<file path="config.mk">
export PLATFORM = sky130hd
export DESIGN_NAME = crc_req_arbiter
export DESIGN_NICKNAME = d
export VERILOG_FILES = /design/src/rtl/crc_pkg.sv /design/src/rtl/crc9_engine.sv /design/src/rtl/crc_req_arbiter.sv
export SDC_FILE = /design/constraint.sdc
export NUM_CORES = 1
export LEC_CHECK = 0
export ABC_AREA = 0
export CAP_MARGIN = 5
export CELL_PAD_IN_SITES_DETAIL_PLACEMENT = 1
export CELL_PAD_IN_SITES_GLOBAL_PLACEMENT = 1
export CORE_ASPECT_RATIO = 2
export CORE_MARGIN = 8
export CORE_UTILIZATION = 26
export DETAILED_ROUTE_END_ITERATION = 7
export PLACE_DENSITY_LB_ADDON = 0.1
export SLEW_MARGIN = 40
export SYNTH_ARGS = -nofsm -noshare
export SYNTH_HDL_FRONTEND = slang
export SYNTH_SLANG_ARGS = --single-unit
</file>
<file path="constraint.sdc">
create_clock -name clk -period 2.8 [get_ports clk]
set_input_delay 0.56 -clock clk [delete_from_list [all_inputs] [get_ports clk]]
set_output_delay 0.56 -clock clk [all_outputs]
set_load 0.05 [all_outputs]
</file>
<file path="src/rtl/crc_pkg.sv">
// rtl/crc_pkg.sv - CRC-9 constants and the 16-bit word checksum function
package crc_pkg;

  localparam int DATA_W = 16;
  localparam int CRC_W  = 9;
  localparam logic [CRC_W-1:0] CRC_POLY = 9'h133;

  // MSB-first shift of the message through the divisor: (data * x^9) mod G
  function automatic logic [CRC_W-1:0] crc9_16(input logic [DATA_W-1:0] data);
    logic [CRC_W-1:0] crc;
    logic             fb;
    crc = '0;
    for (int i = DATA_W - 1; i >= 0; i--) begin
      fb  = crc[CRC_W-1] ^ data[i];
      crc = {crc[CRC_W-2:0], 1'b0};
      if (fb) crc = crc ^ CRC_POLY;
    end
    return crc;
  endfunction

endpackage

</file>
<file path="src/rtl/crc9_engine.sv">
// rtl/crc9_engine.sv - purely combinational 16->9 CRC XOR network
module crc9_engine
  import crc_pkg::*;
(
  input  logic [DATA_W-1:0] data_i,
  output logic [CRC_W-1:0]  crc_o
);

  assign crc_o = crc9_16(data_i);

endmodule

</file>
<file path="src/rtl/crc_req_arbiter.sv">
// rtl/crc_req_arbiter.sv - round-robin sharing of one CRC-9 engine with a registered response
module crc_req_arbiter
  import crc_pkg::*;
#(
  parameter int NUM_REQ = 4,
  parameter int ID_W    = 2
) (
  input  logic                        clk,
  input  logic                        rst,
  input  logic [NUM_REQ-1:0]          req_valid,
  input  logic [NUM_REQ*DATA_W-1:0]   req_data,
  output logic [NUM_REQ-1:0]          req_ready,
  output logic                        rsp_valid,
  input  logic                        rsp_ready,
  output logic [ID_W-1:0]             rsp_id,
  output logic [DATA_W-1:0]           rsp_data,
  output logic [CRC_W-1:0]            rsp_crc
);

  logic [ID_W-1:0]   rr_ptr_q, rr_ptr_d;
  logic              rsp_valid_q, rsp_valid_d;
  logic [ID_W-1:0]   rsp_id_q, rsp_id_d;
  logic [DATA_W-1:0] rsp_data_q, rsp_data_d;
  logic [CRC_W-1:0]  rsp_crc_q, rsp_crc_d;

  logic              can_accept;
  logic              gnt_found;
  logic              grant_any;
  logic [ID_W-1:0]   gnt_idx;
  logic [ID_W:0]     scan_idx;
  logic [DATA_W-1:0] sel_data;
  logic [CRC_W-1:0]  sel_crc;

  assign can_accept = !rsp_valid_q || rsp_ready;

  // Scan from rr_ptr upward, wrapping at NUM_REQ; first valid requester wins
  always_comb begin
    gnt_found = 1'b0;
    gnt_idx   = '0;
    scan_idx  = '0;
    for (int k = 0; k < NUM_REQ; k++) begin
      scan_idx = {1'b0, rr_ptr_q} + (ID_W+1)'(k);
      if (scan_idx >= (ID_W+1)'(NUM_REQ)) scan_idx = scan_idx - (ID_W+1)'(NUM_REQ);
      if (!gnt_found && req_valid[scan_idx[ID_W-1:0]]) begin
        gnt_found = 1'b1;
        gnt_idx   = scan_idx[ID_W-1:0];
      end
    end
  end

  assign grant_any = gnt_found && can_accept && !rst;

  always_comb begin
    req_ready = '0;
    if (grant_any) req_ready[gnt_idx] = 1'b1;
  end

  assign sel_data = req_data[gnt_idx*DATA_W +: DATA_W];

  crc9_engine u_crc9_engine (
    .data_i (sel_data),
    .crc_o  (sel_crc)
  );

  always_comb begin
    rr_ptr_d    = rr_ptr_q;
    rsp_valid_d = rsp_valid_q;
    rsp_id_d    = rsp_id_q;
    rsp_data_d  = rsp_data_q;
    rsp_crc_d   = rsp_crc_q;
    if (grant_any) begin
      rsp_valid_d = 1'b1;
      rsp_id_d    = gnt_idx;
      rsp_data_d  = sel_data;
      rsp_crc_d   = sel_crc;
      rr_ptr_d    = (gnt_idx == ID_W'(NUM_REQ - 1)) ? '0 : gnt_idx + 1'b1;
    end else if (rsp_ready) begin
      rsp_valid_d = 1'b0;
    end
  end

  always_ff @(posedge clk or posedge rst) begin
    if (rst) begin
      rr_ptr_q    <= '0;
      rsp_valid_q <= 1'b0;
      rsp_id_q    <= '0;
      rsp_data_q  <= '0;
      rsp_crc_q   <= '0;
    end else begin
      rr_ptr_q    <= rr_ptr_d;
      rsp_valid_q <= rsp_valid_d;
      rsp_id_q    <= rsp_id_d;
      rsp_data_q  <= rsp_data_d;
      rsp_crc_q   <= rsp_crc_d;
    end
  end

  assign rsp_valid = rsp_valid_q;
  assign rsp_id    = rsp_id_q;
  assign rsp_data  = rsp_data_q;
  assign rsp_crc   = rsp_crc_q;

endmodule

</file>
==> results of run 1 <==
==> routing by layer <==
metal	share of wire	vias up	GRT usage
li1	-	977	-
met1	0.31	945	0.1114
met2	0.60	59	0.2520
met3	0.057	10	0.04013
met4	0.029	0	0.05998
met5	0	-	0
==> layout make-up <==
cell class / count / area (um2)
Fill cell: 903 / 4056
Multi-Input combinational cell: 175 / 1231
Timing Repair Buffer: 123 / 1200
Sequential cell: 30 / 750.7
Clock buffer: 6 / 138.9
Tap cell: 94 / 117.6
Inverter: 9 / 37.54
Clock inverter: 2 / 12.51
==> timing repair <==
item,in CTS,in global routing
endpoints found under the hold margin,0,0
setup buffers,4,1
pin swaps,9,1
endpoints found under the setup margin,4,1
cloned,0,0
gates resized for setup,16,1
==> report_power, final <==
part | internal (mW) | switching [mW]
clock | 0.351 | 0.193
sequential | 0.622 | 0.114
combinational | 1.32 | 1.62
==> worst max-delay path, delay by kind of cell <==
kind / cells / cell delay (ns)
adders and majority gates: 1 / 0.20
AOI/OAI and AO/OA: 2 / 0.42
and+or+nand+nor: 2 / 0.18
buffers and inverters: 5 / 0.75
==> final timing paths <==
path / slack (ns) / depth (start not counted) / to / start
setup / recovery: 0.12 / 10 / req_ready[2] / req_valid[2]
hold / removal: 0.48 / 2 / rsp_data[11] / rsp_data[11]
setup reg to reg: 0.36 / 9 / rsp_crc[0] / rr_ptr_q[1]
hold reg to reg: 0.48 / 2 / rsp_data[11] / rsp_data[11]
max in group asynchronous: 1.73 / 3 / rsp_id[1] / rst
min in group asynchronous: 0.77 / 3 / rsp_data[13] / rst
==> sequential cells by signal (all words and copies together), names as in the netlist <==
name	flops
rsp_valid	1
rsp_data	16
rsp_id	2
rr_ptr_q	2
rsp_crc	9
==> stage by stage <==
stage               area (um2)  worst slack, ns  utilization  hold WS, ns
CTS                       3481          0.05562       0.4614       0.4813
global route              3488          0.01952       0.4624       0.5105
global placement          3258          -0.1711       0.4318       0.4644
detailed placement        3258          -0.1878       0.4318       0.4750
finish                    3488           0.1183       0.4624       0.4772
floorplan                 2054          0.02805            -       0.4799
==> kinds of logic (layout without fill, tap and decap cells) <==
family                   after synthesis  count (layout)  share of synthesized area
flip-flops                            30              30                     0.3720
buffers and inverters                 23             140                    0.05579
AND/OR/NAND/NOR                       86              86                     0.1736
AO/OA/AOI/OAI                         42              42                     0.1172
multiplexers                          26              26                     0.1457
XOR/XNOR                              17              17                     0.1110
adder cells (fa/ha/maj)                4               4                    0.02480
==> cell usage in the layout (no fill, tap or decap), drive strengths merged <==
cell / count
clkdlybuf4s50: 94
nand3: 8
clkbuf: 6
nand2b: 3
o32a: 1
nor2: 5
clkinv: 1
mux2: 9
o21ai: 35
a21oi: 3
dfrtp: 30
a211oi: 1
mux2i: 17
clkinvlp: 2
dlygate4sd2: 4
inv: 8
ha: 4
xnor2: 17
o41ai: 1
nand2: 69
nor2b: 1
a21o: 1
buf: 25
==> flow_summary.json, run 1 <==
{
  "run_status": "completed",
  "antenna_found_initial": 0,
  "area_delta_synth_final_pct": 72.85,
  "syn_area_um2": 2018,
  "h-tree-depth": 2,
  "initial_core_util": 0.2675,
  "io_buffers": 102,
  "synth.most_common_cell": "nand2_1",
  "ys_top_cells_by_count": "nand2_1, dfrtp_1, o21ai_1, mux2i_1, xnor2_1",
  "hold_viol": 0,
  "ys_ff_latch": 30,
  "total_power_mw": 4.219,
  "synth_area_per_cell_um2": 8.852,
  "drtAntennaViolNets": 0,
  "grt_pass1_wl_um": 11090,
  "yosys-top-cells-area": "dfrtp_1, nand2_1, mux2i_1",
  "end_kind": "output pin",
  "drt_iter0_drc": 59,
  "critPathArrivalTime_ns": 2.12,
  "numClockSinks": 30,
  "clk_pin_slew_ns": 0.05,
  "wl_um": 6779,
  "grt_overflow": 0,
  "finalWorstPathRequiredPeriod_ns": 2.682,
  "finalClockSkew_ns": 0.001691,
  "die-area_um2": 11010,
  "fin_crit_sh": 0.9578,
  "synth_ff_type": "dfrtp_1",
  "num_vias": 1991,
  "crit_type": "in -> out",
  "fmax_mhz": 372.9,
  "synth_edf_count": 0,
  "cts_tree": "built",
  "final-instance-count-excl-fill": 439,
  "maxCapViolations": 0,
  "globalplace.congestion": 0.7551,
  "track_usage": 0.1288,
  "die_x_um": 78.30,
  "slowest_stage": "dlygate4sd2_1",
  "core_um2": 7545,
  "vdd_drop_max_mv": 0.4344,
  "fin_tns_setup_ns": 0,
  "ctsRootBufferMaster": "clkbuf_16",
  "dp_hpwl_um": 5633,
  "cp.required_ns": 2.24,
  "row_count": 45,
  "slew_viol_final": 0,
  "synth-seq-area-share": 0.3720,
  "synth_top_cell_area_share": 0.3720,
  "yosys_warnings": 0,
  "nets": 419,
  "slew_headroom": 0.6305,
  "n_antenna_cell": 0,
  "rsz0062_at_grt": "no",
  "critPathMaxStageDelay_ns": 0.29,
  "clkLatencyLatePin_ns": 0.27,
  "wl_per_cell_um": 15.44,
  "dieHeight_um": 140.6,
  "startpoint_type": "input port",
  "cts_inserted_buffers": 5,
  "dp_cells": 427,
  "tightest_slew_ns": 0.5525,
  "vias_per_cell": 4.535,
  "grt_max_degree": 32,
  "route.detailed.drc": 0,
  "syn_nets": 303,
  "grt_pass1_vias": 2289,
  "finalSetupViolCount": 0,
  "crit_fanout": 4,
  "leakage_nw": 1.557,
  "synth_cells": 228,
  "hold_class": "reg -> reg",
  "synth_top_cell_by_area": "dfrtp_1",
  "first_pass_iters": 3,
  "synth_cell_type_count": 24,
  "ctsHoldBuffers": 0,
  "drive_gt1_frac": 0.1797,
  "crit_chain": "dlygate4sd2_1 -> nor2b_4 -> a21o_1 -> a211oi_4 -> buf_6 -> inv_1 -> ha_1 -> inv_2 -> nor2_4 -> buf_4",
  "async_reset_ff_frac": 1.000,
  "power.density_nw_per_um2": 1210,
  "cts_buffer_depth": 2,
  "pin_count": 103
}
Power figures use the tool's default switching activity.
==> inputs of run 2 (changes only) <==
Settings changed: CORE_MARGIN 8 to unset.
==> run 2 against run 1 <==
Against the previous run: final cell count grew 0.46%; combinational power is essentially flat; hold slack lost 0.0015 ns; clock power grew 6.2%; power grew 0.95%; first-iteration DRC count shrank 36%; clock skew grew 0.0023 ns; wire length shrank 11%; sequential share of layout area shrank 0.42 points; global-route usage grew 3.3 points; register-to-register slack is essentially flat; fmax shrank 1.0%; critical endpoint is now req_ready[3].
==> flow_summary.json, run 2 (synthesized netlist as in run 1, its figures left out) <==
{
  "run_status": "completed",
  "crit_type": "in -> out",
  "finalInstanceArea_um2": 3558,
  "finalClockSkew_ns": 0.003999,
  "combinationalPowerShare": 0.692,
  "h-tree-depth": 2,
  "cp.required_ns": 2.24,
  "grt_overflow": 0,
  "wl_per_cell_um": 13.75,
  "multiInputGateArea_um2": 1196,
  "place_area_um2": 3291,
  "die_x_um": 64.30,
  "crit_fanout": 4,
  "intPower_mw": 2.369,
  "core_um2": 7545,
  "switching_share": 0.4439,
  "seq_area_um2": 750.7,
  "vdd_drop_max_mv": 0.5261,
  "first_pass_iters": 4,
  "hold_class": "reg -> reg",
  "cts_tree": "built",
  "slew_headroom": 0.6359,
  "drive_gt1_frac": 0.1700,
  "tightest_slew_ns": 0.5444,
  "finalWorstPathRequiredPeriod_ns": 2.709,
  "hold_start": "rsp_id[1]",
  "leakage_nw": 1.580,
  "rsz0062_at_grt": "no",
  "cts_buffer_depth": 2,
  "fin_crit_sh": 0.9675,
  "pin_count": 103,
  "row_count": 45,
  "io_buffers": 102,
  "antenna_found_initial": 0,
  "area_delta_synth_final_pct": 76.32,
  "clkLatencyLatePin_ns": 0.27,
  "vias_per_cell": 4.501,
  "ctsHoldBuffers": 0,
  "nets": 421,
  "initial_core_util": 0.2675,
  "maxCapViolations": 0,
  "startpoint_type": "input port",
  "wl_um": 6062,
  "pwr-share-seq": 0.173,
  "layout_commonest_cell": "clkdlybuf4s50_1",
  "grt_pass1_wl_um": 10030,
  "grt_pass1_vias": 2091,
  "drt_iter0_drc": 38,
  "grt_max_degree": 33,
  "slew_viol_final": 0,
  "fill_cells": 893,
  "largest_reg_flops": 16,
  "dieHeight_um": 126.6,
  "clockPowerShare": 0.136,
  "num_vias": 1985,
  "cp-startpoint": "req_valid[2]",
  "power.density_nw_per_um2": 1197,
  "dp_hpwl_um": 4752,
  "die-area_um2": 8140,
  "numClockSinks": 30,
  "drtAntennaViolNets": 0,
  "clk_pin_slew_ns": 0.05,
  "critPathArrivalTime_ns": 2.15,
  "cts_inserted_buffers": 5,
  "final_cell_mix": "clkdlybuf4s50_1, nand2_1, dfrtp_1, o21ai_1",
  "p_switching_mw": 1.891,
  "globalplace.congestion": 0.7376,
  "finalSetupViolCount": 0,
  "route.detailed.drc": 0,
  "ctsRootBufferMaster": "clkbuf_16",
  "fmax_mhz": 369.1,
  "reg2reg_from": "rr_ptr_q[0]",
  "end_kind": "output pin",
  "track_usage": 0.1622,
  "hold_viol": 0,
  "n_antenna_cell": 0,
  "utilization": 0.4716
}
[run 2: critical path, cell delays in order]
cell	delay, ns
dlygate4sd2_1	0.28
nor2b_4	0.14
a21o_1	0.19
a211oi_4	0.28
buf_12	0.14
buf_4	0.12
ha_1	0.14
inv_1	0.06
nor2_4	0.10
buf_12	0.14
[run 2: final timing paths]
| kind | end | slack (ns) | depth (start not counted) |
|---|---|---|---|
| setup / recovery | req_ready[3] | 0.09 | 10 |
| hold / removal | rsp_id[1] | 0.48 | 2 |
| setup reg to reg | rsp_crc[8] | 0.36 | 12 |
| hold reg to reg | rsp_id[1] | 0.48 | 2 |
| max in group asynchronous | rsp_data[8] | 1.74 | 3 |
| min in group asynchronous | rsp_valid | 0.76 | 3 |
[run 2: area by class of cell]
class | instances | area share
repair buffers | 125 | 0.3625
inverters | 9 | 0.01055
multi-input cells | 175 | 0.3361
flip-flops and latches | 30 | 0.2110
clock buffers | 8 | 0.04677
well taps | 94 | 0.03305
[run 2: routing by layer]
metal / GRT usage / part of all wire / vias to the layer above / wire length, um
met1: 0.1538 / 0.33 / 941 / 2029
met4: 0.05882 / 0.0091 / 0 / 55
li1: - / - / 986 / -
met3: 0.02428 / 0.034 / 2 / 207
met5: 0 / 0 / - / 0
met2: 0.3307 / 0.62 / 56 / 3769
[run 2: power by group through the flow]
stage	Clock (mW)	Combinational, mW	Sequential, mW
6_report	0.578	2.95	0.736
4_1_cts	0.595	3.00	0.741
2_1_floorplan	0	1.40	1.33
3_5_place_dp	0	2.86	0.746
5_1_grt	0.614	3.17	0.765
3_3_place_gp	0	2.83	0.739
[run 2: what timing repair did]
item / CTS / global route
setup endpoints to repair: 4 / 0
resized for setup: 8 / 0
setup buffers: 4 / 0
[run 2: per-stage QoR]
step	TNS (ns)	total power [mW]	hold WS, ns	std cells	worst slack, ns
finish	0	4.259	0.4757	441	0.09088
detailed placement	-1.607	3.608	0.4738	428	-0.1754
global placement	-1.103	3.566	0.4613	428	-0.1437
CTS	0	4.339	0.4843	441	0.08573
global route	0	4.546	0.4977	441	0.00006284
floorplan	0	2.728	0.4799	228	0.02805
